### config.mk
export PLATFORM = sky130hd
export DESIGN_NAME = bet_bank_flat
export DESIGN_NICKNAME = d
export VERILOG_FILES = /design/src/rtl/baccarat_pkg.sv /design/src/rtl/bet_bank_if.sv /design/src/rtl/dffr.sv /design/src/rtl/payout_calc.sv /design/src/rtl/bet_bank.sv /design/src/flat_wrapper.sv
export SDC_FILE = /design/constraint.sdc
export NUM_CORES = 1
export LEC_CHECK = 0
export CORE_AREA = 10 10 85 87
export CTS_CLUSTER_SIZE = 8
export DETAILED_ROUTE_END_ITERATION = 8
export DIE_AREA = 0 0 95 97
export HOLD_SLACK_MARGIN = 0.12
export PLACE_DENSITY = 0.95
export SLEW_MARGIN = 30
export SYNTH_ARGS = -nofsm -noshare
export SYNTH_HDL_FRONTEND = slang
export SYNTH_HIERARCHICAL = 1
export SYNTH_SLANG_ARGS = --single-unit
### constraint.sdc
create_clock -name clock -period 11.55 [get_ports clock]
set_input_delay 2.31 -clock clock [delete_from_list [all_inputs] [get_ports clock]]
set_output_delay 2.31 -clock clock [all_outputs]
set_load 0.1 [all_outputs]
### src/rtl/baccarat_pkg.sv
// Shared encodings and widths for the baccarat datapath.
package baccarat_pkg;

    localparam int unsigned BAL_W = 8;
    localparam int unsigned PAY_W = 12;

    // Wager side as presented on the switches.
    typedef enum logic [1:0] {
        BET_NONE   = 2'b00,
        BET_PLAYER = 2'b01,
        BET_DEALER = 2'b10,
        BET_TIE    = 2'b11
    } bet_side_e;

    // Outcome as {player_win_light, dealer_win_light}.
    typedef enum logic [1:0] {
        OUT_INVALID = 2'b00,
        OUT_DEALER  = 2'b01,
        OUT_PLAYER  = 2'b10,
        OUT_TIE     = 2'b11
    } outcome_e;

    // bet_bank round-tracking states.
    typedef enum logic [1:0] {
        ST_IDLE   = 2'b00,
        ST_LOCKED = 2'b01,
        ST_ARMED  = 2'b10
    } bank_state_e;

endpackage

### src/rtl/bet_bank_if.sv
// Wager/outcome inputs and bankroll outputs between the game FSM and bet_bank.
interface bet_bank_if;
    import baccarat_pkg::*;

    logic [BAL_W-1:0] bet_amount;
    logic [1:0]       bet_side;
    logic             betenabled;
    logic             updatebalanceenable;
    logic             player_win_light;
    logic             dealer_win_light;
    logic [BAL_W-1:0] balance;
    logic [BAL_W-1:0] stake;
    logic             bet_clamped;
    logic             settled;

    modport master (
        output bet_amount, bet_side, betenabled, updatebalanceenable,
               player_win_light, dealer_win_light,
        input  balance, stake, bet_clamped, settled
    );

    modport slave (
        input  bet_amount, bet_side, betenabled, updatebalanceenable,
               player_win_light, dealer_win_light,
        output balance, stake, bet_clamped, settled
    );
endinterface

### src/rtl/dffr.sv
// Parameterised flipflop, asynchronous active-low reset to RST_VAL.
module dffr #(
    parameter int unsigned   W       = 1,
    parameter logic [W-1:0]  RST_VAL = '0
) (
    input  logic         clock,
    input  logic         resetb,
    input  logic [W-1:0] d,
    output logic [W-1:0] q
);
    // Register with async reset.
    always_ff @(posedge clock or negedge resetb) begin
        if (!resetb) q <= RST_VAL;
        else         q <= d;
    end
endmodule

### src/rtl/payout_calc.sv
// Combinational payout for a settled round: total returned to the bankroll.
module payout_calc
    import baccarat_pkg::*;
#(
    parameter int unsigned TIE_MULT = 9
) (
    input  bet_side_e         side,
    input  outcome_e          outcome,
    input  logic [BAL_W-1:0]  stake,
    output logic [PAY_W-1:0]  payout_c
);
    logic [PAY_W-1:0] stake_w;
    logic [PAY_W-1:0] double_w;
    logic [PAY_W-1:0] commission_w;
    logic [PAY_W-1:0] tie_w;

    assign stake_w      = PAY_W'(stake);
    assign double_w     = stake_w << 1;
    assign commission_w = PAY_W'(stake / 8'd20);
    assign tie_w        = PAY_W'(TIE_MULT) * stake_w;

    // Select payout by side and outcome; an invalid outcome refunds the stake.
    always_comb begin
        payout_c = '0;
        if (side == BET_NONE) begin
            payout_c = '0;
        end else if (outcome == OUT_INVALID) begin
            payout_c = stake_w;
        end else begin
            unique case (side)
                BET_PLAYER: begin
                    if (outcome == OUT_PLAYER)   payout_c = double_w;
                    else if (outcome == OUT_TIE) payout_c = stake_w;
                end
                BET_DEALER: begin
                    if (outcome == OUT_DEALER)   payout_c = double_w - commission_w;
                    else if (outcome == OUT_TIE) payout_c = stake_w;
                end
                BET_TIE: begin
                    if (outcome == OUT_TIE)      payout_c = tie_w;
                end
                default: payout_c = '0;
            endcase
        end
    end
endmodule

### src/rtl/bet_bank.sv
// Wager escrow and bankroll: lock the stake at bet time, settle after the outcome.
module bet_bank
    import baccarat_pkg::*;
#(
    parameter logic [BAL_W-1:0] INIT_BALANCE = 8'd100,
    parameter int unsigned      TIE_MULT     = 9
) (
    input  logic       clock,
    input  logic       resetb,
    bet_bank_if.slave  bus
);
    bank_state_e      state_q, state_d;
    logic [1:0]       state_raw_q;
    logic [BAL_W-1:0] balance_q, balance_d;
    logic [BAL_W-1:0] stake_q, stake_d;
    bet_side_e        side_q, side_d;
    logic             clamped_q, clamped_d;
    logic             settled_q, settled_d;

    outcome_e         outcome_c;
    logic [PAY_W-1:0] payout_c;
    logic [PAY_W-1:0] sum_c;

    dffr #(.W(2), .RST_VAL(2'(ST_IDLE))) u_state_reg (
        .clock  (clock),
        .resetb (resetb),
        .d      (2'(state_d)),
        .q      (state_raw_q)
    );
    assign state_q = bank_state_e'(state_raw_q);

    assign outcome_c = outcome_e'({bus.player_win_light, bus.dealer_win_light});

    payout_calc #(.TIE_MULT(TIE_MULT)) u_payout (
        .side     (side_q),
        .outcome  (outcome_c),
        .stake    (stake_q),
        .payout_c (payout_c)
    );

    assign sum_c = PAY_W'(balance_q) + payout_c;

    // Next-state and datapath updates for bet lock and settlement.
    always_comb begin
        state_d   = state_q;
        balance_d = balance_q;
        stake_d   = stake_q;
        side_d    = side_q;
        clamped_d = clamped_q;
        settled_d = 1'b0;
        unique case (state_q)
            ST_IDLE: begin
                if (bus.betenabled) begin
                    side_d = bet_side_e'(bus.bet_side);
                    if (bet_side_e'(bus.bet_side) == BET_NONE) begin
                        stake_d   = '0;
                        clamped_d = 1'b0;
                    end else if (bus.bet_amount > balance_q) begin
                        stake_d   = balance_q;
                        clamped_d = 1'b1;
                    end else begin
                        stake_d   = bus.bet_amount;
                        clamped_d = 1'b0;
                    end
                    balance_d = balance_q - stake_d;
                    state_d   = ST_LOCKED;
                end
            end
            // Outcome may still change on this edge (third dealer card), so only arm.
            ST_LOCKED: begin
                if (bus.updatebalanceenable) state_d = ST_ARMED;
            end
            ST_ARMED: begin
                balance_d = (sum_c > PAY_W'({BAL_W{1'b1}})) ? {BAL_W{1'b1}}
                                                             : sum_c[BAL_W-1:0];
                stake_d   = '0;
                clamped_d = 1'b0;
                settled_d = 1'b1;
                state_d   = ST_IDLE;
            end
            default: state_d = ST_IDLE;
        endcase
    end

    // Datapath registers; reset discards any escrowed stake.
    always_ff @(posedge clock or negedge resetb) begin
        if (!resetb) begin
            balance_q <= INIT_BALANCE;
            stake_q   <= '0;
            side_q    <= BET_NONE;
            clamped_q <= 1'b0;
            settled_q <= 1'b0;
        end else begin
            balance_q <= balance_d;
            stake_q   <= stake_d;
            side_q    <= side_d;
            clamped_q <= clamped_d;
            settled_q <= settled_d;
        end
    end

    assign bus.balance     = balance_q;
    assign bus.stake       = stake_q;
    assign bus.bet_clamped = clamped_q;
    assign bus.settled     = settled_q;
endmodule

### src/flat_wrapper.sv
// flat-port wrapper written by rule: the top's interface ports become plain ports
module bet_bank_flat import baccarat_pkg::*;
#(
    parameter logic [BAL_W-1:0] INIT_BALANCE = 8'd100,
    parameter int unsigned      TIE_MULT     = 9
)
  (clock, resetb, bus_bet_amount, bus_bet_side, bus_betenabled, bus_updatebalanceenable, bus_player_win_light, bus_dealer_win_light, bus_balance, bus_stake, bus_bet_clamped, bus_settled);
  bet_bank_if bus_i ();
  input  logic clock;
  input  logic resetb;
  input wire logic [$bits(bus_i.bet_amount)-1:0] bus_bet_amount;
  input wire logic [$bits(bus_i.bet_side)-1:0] bus_bet_side;
  input wire logic [$bits(bus_i.betenabled)-1:0] bus_betenabled;
  input wire logic [$bits(bus_i.updatebalanceenable)-1:0] bus_updatebalanceenable;
  input wire logic [$bits(bus_i.player_win_light)-1:0] bus_player_win_light;
  input wire logic [$bits(bus_i.dealer_win_light)-1:0] bus_dealer_win_light;
  output wire logic [$bits(bus_i.balance)-1:0] bus_balance;
  output wire logic [$bits(bus_i.stake)-1:0] bus_stake;
  output wire logic [$bits(bus_i.bet_clamped)-1:0] bus_bet_clamped;
  output wire logic [$bits(bus_i.settled)-1:0] bus_settled;
  assign bus_i.bet_amount = bus_bet_amount;
  assign bus_i.bet_side = bus_bet_side;
  assign bus_i.betenabled = bus_betenabled;
  assign bus_i.updatebalanceenable = bus_updatebalanceenable;
  assign bus_i.player_win_light = bus_player_win_light;
  assign bus_i.dealer_win_light = bus_dealer_win_light;
  assign bus_balance = bus_i.balance;
  assign bus_stake = bus_i.stake;
  assign bus_bet_clamped = bus_i.bet_clamped;
  assign bus_settled = bus_i.settled;
  bet_bank #(.INIT_BALANCE(INIT_BALANCE), .TIE_MULT(TIE_MULT)) u_core (.clock(clock), .resetb(resetb), .bus(bus_i));
endmodule
==> summary.md, run 1 <==
| Metric | Value |
|---|---|
| WL per Instance | `19.3 µm` |
| Slew margin rel. | `32.6%` |
| Worst-path cell chain | `inv_1, ha_1, or2_2, ha_1, nand2b_1, nor2_1, a211oi_1, a32oi_1, a32oi_2, a211oi_2, fa_1, a21oi_1, nor2b_1, nor4_1, o21ai_0, nand2_1, o211ai_1, ha_1, o21a_1, o21ai_0, a32oi_1, or3_1, a31oi_2, a2111oi_2` |
| DP Area | `3740 µm²` |
| CP Max Fanout | `19` |
| Vias in the first global route | `3269` |
| Gr ovfl total | `0` |
| Placed instance count | `515` |
| Stages on the worst setup path | `24` |
| CP Capture Type | `flip-flop` |
| Yosys top cell area share | `14.8%` |
| Worst skew pair latency | `270 ps` |
| Crit Path Category | `flip-flop to flip-flop` |
| Drt pass-1 iters | `6` |
| CTS buffer count | `3` |
| DR vias/cell | `6.78` |
| Status | `complete, no violations` |
| Initial Util | `61.7%` |
| Fin Setup TNS | `0 ps` |
| CTS max path bufs | `2` |
| Reg2Reg Setup Slack | `5100 ps` |
| Fin area | `3790 µm²` |
| Arrival @ worst endpoint | `6610 ps` |
| Top cells by area, synth | `ha_1 15%, dfrtp_1 14%, a21oi_1 4.6%` |
| Num ports | `34` |
| Worst slew pin tran | `1010 ps` |
| Die H | `97 µm` |
| Worst Setup EP | `u_core/bus.balance[7]` |
| Register area share after synthesis | `16.4%` |
| Most frequent cell after synthesis | `ha_1` |
| Overall routing resource usage | `21.0%` |
| Clk_skew | `2.17 ps` |
| CTS tree | `yes` |
| List of most frequent post-synthesis cells | `40 x ha_1, 37 x nand2_1, 31 x a21oi_1` |
| Synth Flop Type | `dfrtp_1` |
| P&R area growth vs syn | `12.1%` |
| Fin nets | `508` |
| Die ar. | `9220 µm²` |
| # resized after CTS | `0` |
| Fmax | `0.155 GHz` |
| Clock sinks | `22` |
| Worst path most repeated cell | `ha_1` |
| Unique masters post-synth | `79` |
| Top cell family by delay on the critical path | `compound AO/OA/AOI/OAI gates` |
| Mux cell area share after synthesis | `2.37%` |
| Synth Warn # | `6` |
| EDFF count, synth | `0` |
| Synth Area in Adders | `17.2%` |
| Worst path max stage delay | `720 ps` |
| Synth Register Bits | `22` |
| Final cycle utilization of the critical path | `55.8%` |
| Hold Path Class | `flip-flop to flip-flop` |
| RR Endpoint | `u_core/bus.balance[7]` |
| DRC | `0` |
| Synthesized area | `3380 µm²` |
| GPL Wtd Cong | `0.962` |
| Syn Nets | `484` |
| Reg clk slew, reported paths | `80 ps` |
| # setup viols final | `0` |
| First-pass GRT wire length | `16300 µm` |
| Worst R2R Start | `u_core/bus.stake[6]` |
| Die W | `95 µm` |
| Htree depth | `1` |
| Critical path startpoint | `u_core/bus.stake[6]` |
| CP bufs+invs | `1` |
| First DRT Iteration DRCs | `403` |
| Post-Synthesis Cells | `424` |
| Core area | `5470 µm²` |
| Port Buf Inserts | `33` |
| Cell taking the most area after synthesis | `ha_1` |
| Hold Vio Cnt, Final | `0` |
| Drt total wl | `10000 µm` |
| Clk root buf | `clkbuf_8` |
| Post-route ant nets | `0` |
| Vias | `3521` |
| Hold-fix buffers, CTS | `0` |
| Critical Path RT | `11710 ps` |
| Number of core rows | `27` |
| Synth Area in Compound Gates | `31.2%` |
| Fin cells | `519` |
| Maxcap violations | `0` |
| Setup bufs post-CTS | `0` |
| Synthesized-area fraction occupied by and/or/nand/nor cells | `23.6%` |
| Worst setup SP type | `flip-flop` |
| Min cycle time layout | `6450 ps` |
| Async S/R FF share, synth | `100%` |
| DP HPWL | `7740 µm` |
| Max stage delay cell, worst path | `dfrtp_1` |
| Pins Over Slew Limit | `0` |
| Ratio of cells with drive above 1 in the final layout | `8.95%` |
| Pin count of the biggest net entering global routing | `27` |
| Main combinational cell family by area after synthesis | `compound AO/OA/AOI/OAI gates` |
| Avg Cell Area, Syn | `7.97 µm²` |
| Inserted Diodes | `0` |
| FF-to-FF path depth | `24` |
| Initial antenna violation count | `0` |
| Xor/xnor share of the synthesized area | `4.37%` |
| Unrepaired setup endpoints after global routing | `false` |
cell usage in the layout (no fill, tap or decap), drive strengths merged, types with 4 or more instances in the layout:
cell and n:
ha 40, nand2 37, a21oi 33, clkdlybuf4s50 32
o21ai 31, nor2 30, inv 25, dfrtp 19
nand3 18, nor2b 11, o31ai 9, a21o 9
xor2 9, a211oi 9, mux2i 8, or2 8
xnor2 7, o211ai 7, nand2b 6, or3 6
a32oi 6, nor3 5, a31oi 5, fa 4
clkbuf 4, buf 4, o21a 4, nor4b 4
o311ai 4
worst min-delay path by stage:
stage | slack [ps] | start | endpoint | depth (start not counted)
2_1_floorplan | 440 | u_core/side_q[0] | u_core/side_q[0] | 2
3_3_place_gp | 480 | u_core/u_state_reg/q[1] | u_core/u_state_reg/q[0] | 1
3_5_place_dp | 490 | u_core/u_state_reg/q[1] | u_core/u_state_reg/q[1] | 1
4_1_cts | 500 | u_core/u_state_reg/q[1] | u_core/u_state_reg/q[1] | 1
5_1_grt | 520 | u_core/u_state_reg/q[1] | u_core/u_state_reg/q[1] | 1
6_report | 500 | u_core/u_state_reg/q[1] | u_core/u_state_reg/q[1] | 1
state kept, by name, indices dropped and copies added (netlist names):
name                    count
u_core/bus.stake            8
u_core/u_state_reg/q        2
u_core/bus.bet_clamped      1
u_core/bus.settled          1
u_core/bus.balance          8
u_core/side_q               2
cells by family (layout without fill, tap and decap cells):
logic type      Yosys count  in the layout
flops                    22             22
xor+xnor                 16             16
fa+ha+maj                44             44
mux                       8              8
simple gates            150            150
buf+inv                  42             65
compound gates          142            142
metrics by stage:
stage	utilization (%)	setup slack, ps	hold WS [ps]
finish	69.2	5100	504
global route	69.2	4590	523
floorplan	-	5470	444
global placement	68.5	5420	478
detailed placement	68.4	5280	490
CTS	69.2	5270	503
final cells by class:
type | count | area, µm²
Clock buffer | 4 | 45.0
Fill cell | 475 | 1680
Inverter | 25 | 93.8
Multi-Input combinational cell | 360 | 2660
Sequential cell | 22 | 554
Tap cell | 72 | 90.1
Timing Repair Buffer | 36 | 348
per-layer routing:
| metal | track usage, % | wire length (µm) | vias to the layer above |
|---|---|---|---|
| li1 | - | - | 1645 |
| met1 | 28.0 | 4180 | 1662 |
| met2 | 34.0 | 4790 | 192 |
| met3 | 4.16 | 929 | 22 |
| met4 | 4.23 | 124 | 0 |
| met5 | 0 | 0 | - |
Power of run 1 is not shown: default switching activity piles up to over one toggle a cycle in this logic, so the estimate is an artifact.
==> inputs of run 2 (changes only) <==
Settings changed: CORE_AREA 10 10 85 87 to 10 10 87 89, DIE_AREA 0 0 95 97 to 0 0 97 99, PLACE_DENSITY 0.95 to 0.93.
Clock period 11.55 ns to 6.7 ns, I/O delays scaled along.
==> run 2 against run 1 <==
Against the previous run: final cell count grew 1.2%; first-iteration DRC count grew 0.99%; register-to-register slack lost 4400 ps; global-route usage shrank 1.3 points; clock-buffer cell count shrank 1; setup slack lost 4400 ps; wire length shrank 1.4%; worst hold slack lost 2.6 ps; design area grew 1.4%; sequential share of layout area shrank 0.20 points.
==> summary.md, run 2 (synthesized netlist as in run 1, its figures left out) <==
| Metric | Value |
|---|---|
| Post-route ant nets | `0 (unchanged)` |
| Vias in the first global route | `3355 (was 3269)` |
| Pin count of the biggest net entering global routing | `27 (unchanged)` |
| Final setup margin | `697 ps (was 5100 ps)` |
| Drt pass-1 iters | `5 (was 6)` |
| Gr ovfl total | `0 (unchanged)` |
| CTS tree | `yes (unchanged)` |
| Clk_skew | `8.19 ps (was 2.17 ps)` |
| Worst path max stage delay | `560 ps (was 720 ps)` |
| Max stage delay cell, worst path | `nor4_1 (was dfrtp_1)` |
| Num ports | `34 (unchanged)` |
| Hold Vio Cnt, Final | `0 (unchanged)` |
| Number of core rows | `28 (was 27)` |
| Drt total wl | `9890 µm (was 10000 µm)` |
| CP Max Fanout | `7 (was 19)` |
| Fin area | `3840 µm² (was 3790 µm²)` |
| Initial Util | `57.7% (was 61.7%)` |
| Htree depth | `1 (unchanged)` |
| Vias | `3475 (was 3521)` |
| Maxcap violations | `0 (unchanged)` |
| Reg clk slew, reported paths | `90 ps (was 80 ps)` |
| DP Area | `3770 µm² (was 3740 µm²)` |
| Critical Path RT | `6800 ps (was 11710 ps)` |
| Worst slew pin tran | `979 ps (was 1010 ps)` |
| DR vias/cell | `6.62 (was 6.78)` |
| Initial antenna violation count | `0 (unchanged)` |
| Min cycle time layout | `6000 ps (was 6450 ps)` |
| First-pass GRT wire length | `16300 µm (about the same)` |
| Inserted Diodes | `0 (unchanged)` |
| Arrival @ worst endpoint | `6100 ps (was 6610 ps)` |
| P&R area growth vs syn | `13.7% (was 12.1%)` |
| Setup slack after placement | `919 ps (was 5280 ps)` |
| # resized after CTS | `0 (unchanged)` |
| Hold-fix buffers, CTS | `0 (unchanged)` |
| Die W | `97 µm (was 95 µm)` |
| Final cycle utilization of the critical path | `89.6% (was 55.8%)` |
| Overall routing resource usage | `19.7% (was 21.0%)` |
| Setup bufs post-CTS | `0 (unchanged)` |
| Worst skew pair latency | `270 ps (about the same)` |
| Fin nets | `511 (was 508)` |
| Core area | `5850 µm² (was 5470 µm²)` |
| Crit Path Category | `flip-flop to flip-flop (unchanged)` |
| Top cell family by delay on the critical path | `compound AO/OA/AOI/OAI gates (unchanged)` |
| Worst setup SP type | `flip-flop (unchanged)` |
| Clock sinks | `22 (unchanged)` |
| Ratio of cells with drive above 1 in the final layout | `9.78% (was 8.95%)` |
| GPL Wtd Cong | `0.979 (was 0.962)` |
| Hold Path Class | `flip-flop to flip-flop (unchanged)` |
| CP Capture Type | `flip-flop (unchanged)` |
| DP HPWL | `7590 µm (was 7740 µm)` |
| Worst-path cell chain | `inv_1, ha_1, or2_2, ha_1, nand2b_1, nor2_1, a211oi_1, a32oi_1, a32oi_2, a211oi_2, fa_1, a21oi_1, nor2b_1, nor4_1, o21ai_0, nand2_1, o211ai_1, ha_1, o21a_1, o21ai_0, a32oi_1, nand3b_1, a31oi_2, a32oi_1 (was inv_1, ha_1, or2_2, ha_1, nand2b_1, nor2_1, a211oi_1, a32oi_1, a32oi_2, a211oi_2, fa_1, a21oi_1, nor2b_1, nor4_1, o21ai_0, nand2_1, o211ai_1, ha_1, o21a_1, o21ai_0, a32oi_1, or3_1, a31oi_2, a2111oi_2)` |
| Die ar. | `9600 µm² (was 9220 µm²)` |
| Slew margin rel. | `34.5% (was 32.6%)` |
| Fmax | `0.167 GHz (was 0.155 GHz)` |
| # setup viols final | `0 (unchanged)` |
| Unrepaired setup endpoints after global routing | `false (unchanged)` |
| Status | `complete, no violations (unchanged)` |
| Fin Setup TNS | `0 ps (unchanged)` |
| First DRT Iteration DRCs | `407 (was 403)` |
| Most frequent cells in the layout | `40 x ha_1, 37 x nand2_1, 32 x clkdlybuf4s50_1, 31 x a21oi_1, 29 x nor2_1 (unchanged)` |
| Clk root buf | `clkbuf_8 (unchanged)` |
| CTS max path bufs | `2 (unchanged)` |
| DRC | `0 (unchanged)` |
| CP bufs+invs | `1 (unchanged)` |
| Pins Over Slew Limit | `0 (unchanged)` |
| Die H | `99 µm (was 97 µm)` |
| Port Buf Inserts | `33 (unchanged)` |
| WL per Instance | `18.8 µm (was 19.3 µm)` |
| CTS buffer count | `3 (unchanged)` |
| Most common cell after layout, fill and taps aside | `ha_1 (unchanged)` |
run 2: metal layers:
| metal | part of all wire, % | track usage [%] | up-vias |
|---|---|---|---|
| met3 | 7.6 | 2.79 | 24 |
| met4 | 1.9 | 6.24 | 0 |
| met5 | 0 | 0 | - |
| met2 | 48 | 32.8 | 188 |
| li1 | - | - | 1649 |
| met1 | 43 | 25.7 | 1614 |
run 2: final cells by class:
class | instances | area (µm²)
multi-input combinational | 360 | 2660
timing repair buffer | 39 | 370
tap | 75 | 93.8
sequential | 22 | 554
clock inverter | 1 | 30.0
inverter | 25 | 93.8
clock buffer | 3 | 41.3
fill | 483 | 2010
run 2: through the flow:
stage / utilization, % / hold WS [ps] / cells
3_5_place_dp: 64.4 / 490 / 521
4_1_cts: 65.7 / 505 / 525
2_1_floorplan: - / 444 / 424
6_report: 65.7 / 501 / 525
3_3_place_gp: 64.5 / 476 / 521
5_1_grt: 65.7 / 549 / 525
run 2: path summary, 6_finish.rpt:
| kind | start | endpoint | slack (ps) | depth (start not counted) |
|---|---|---|---|---|
| max | u_core/bus.stake[6] | u_core/bus.balance[3] | 700 | 24 |
| min | u_core/u_state_reg/q[1] | u_core/u_state_reg/q[1] | 500 | 1 |
| max reg2reg | u_core/bus.stake[6] | u_core/bus.balance[3] | 700 | 24 |
| min reg2reg | u_core/u_state_reg/q[1] | u_core/u_state_reg/q[1] | 500 | 1 |
| max in group asynchronous | resetb | u_core/bus.balance[2] | 5290 | 1 |
| min in group asynchronous | resetb | u_core/bus.settled | 1040 | 1 |
Power of run 2 is left out for the same reason.
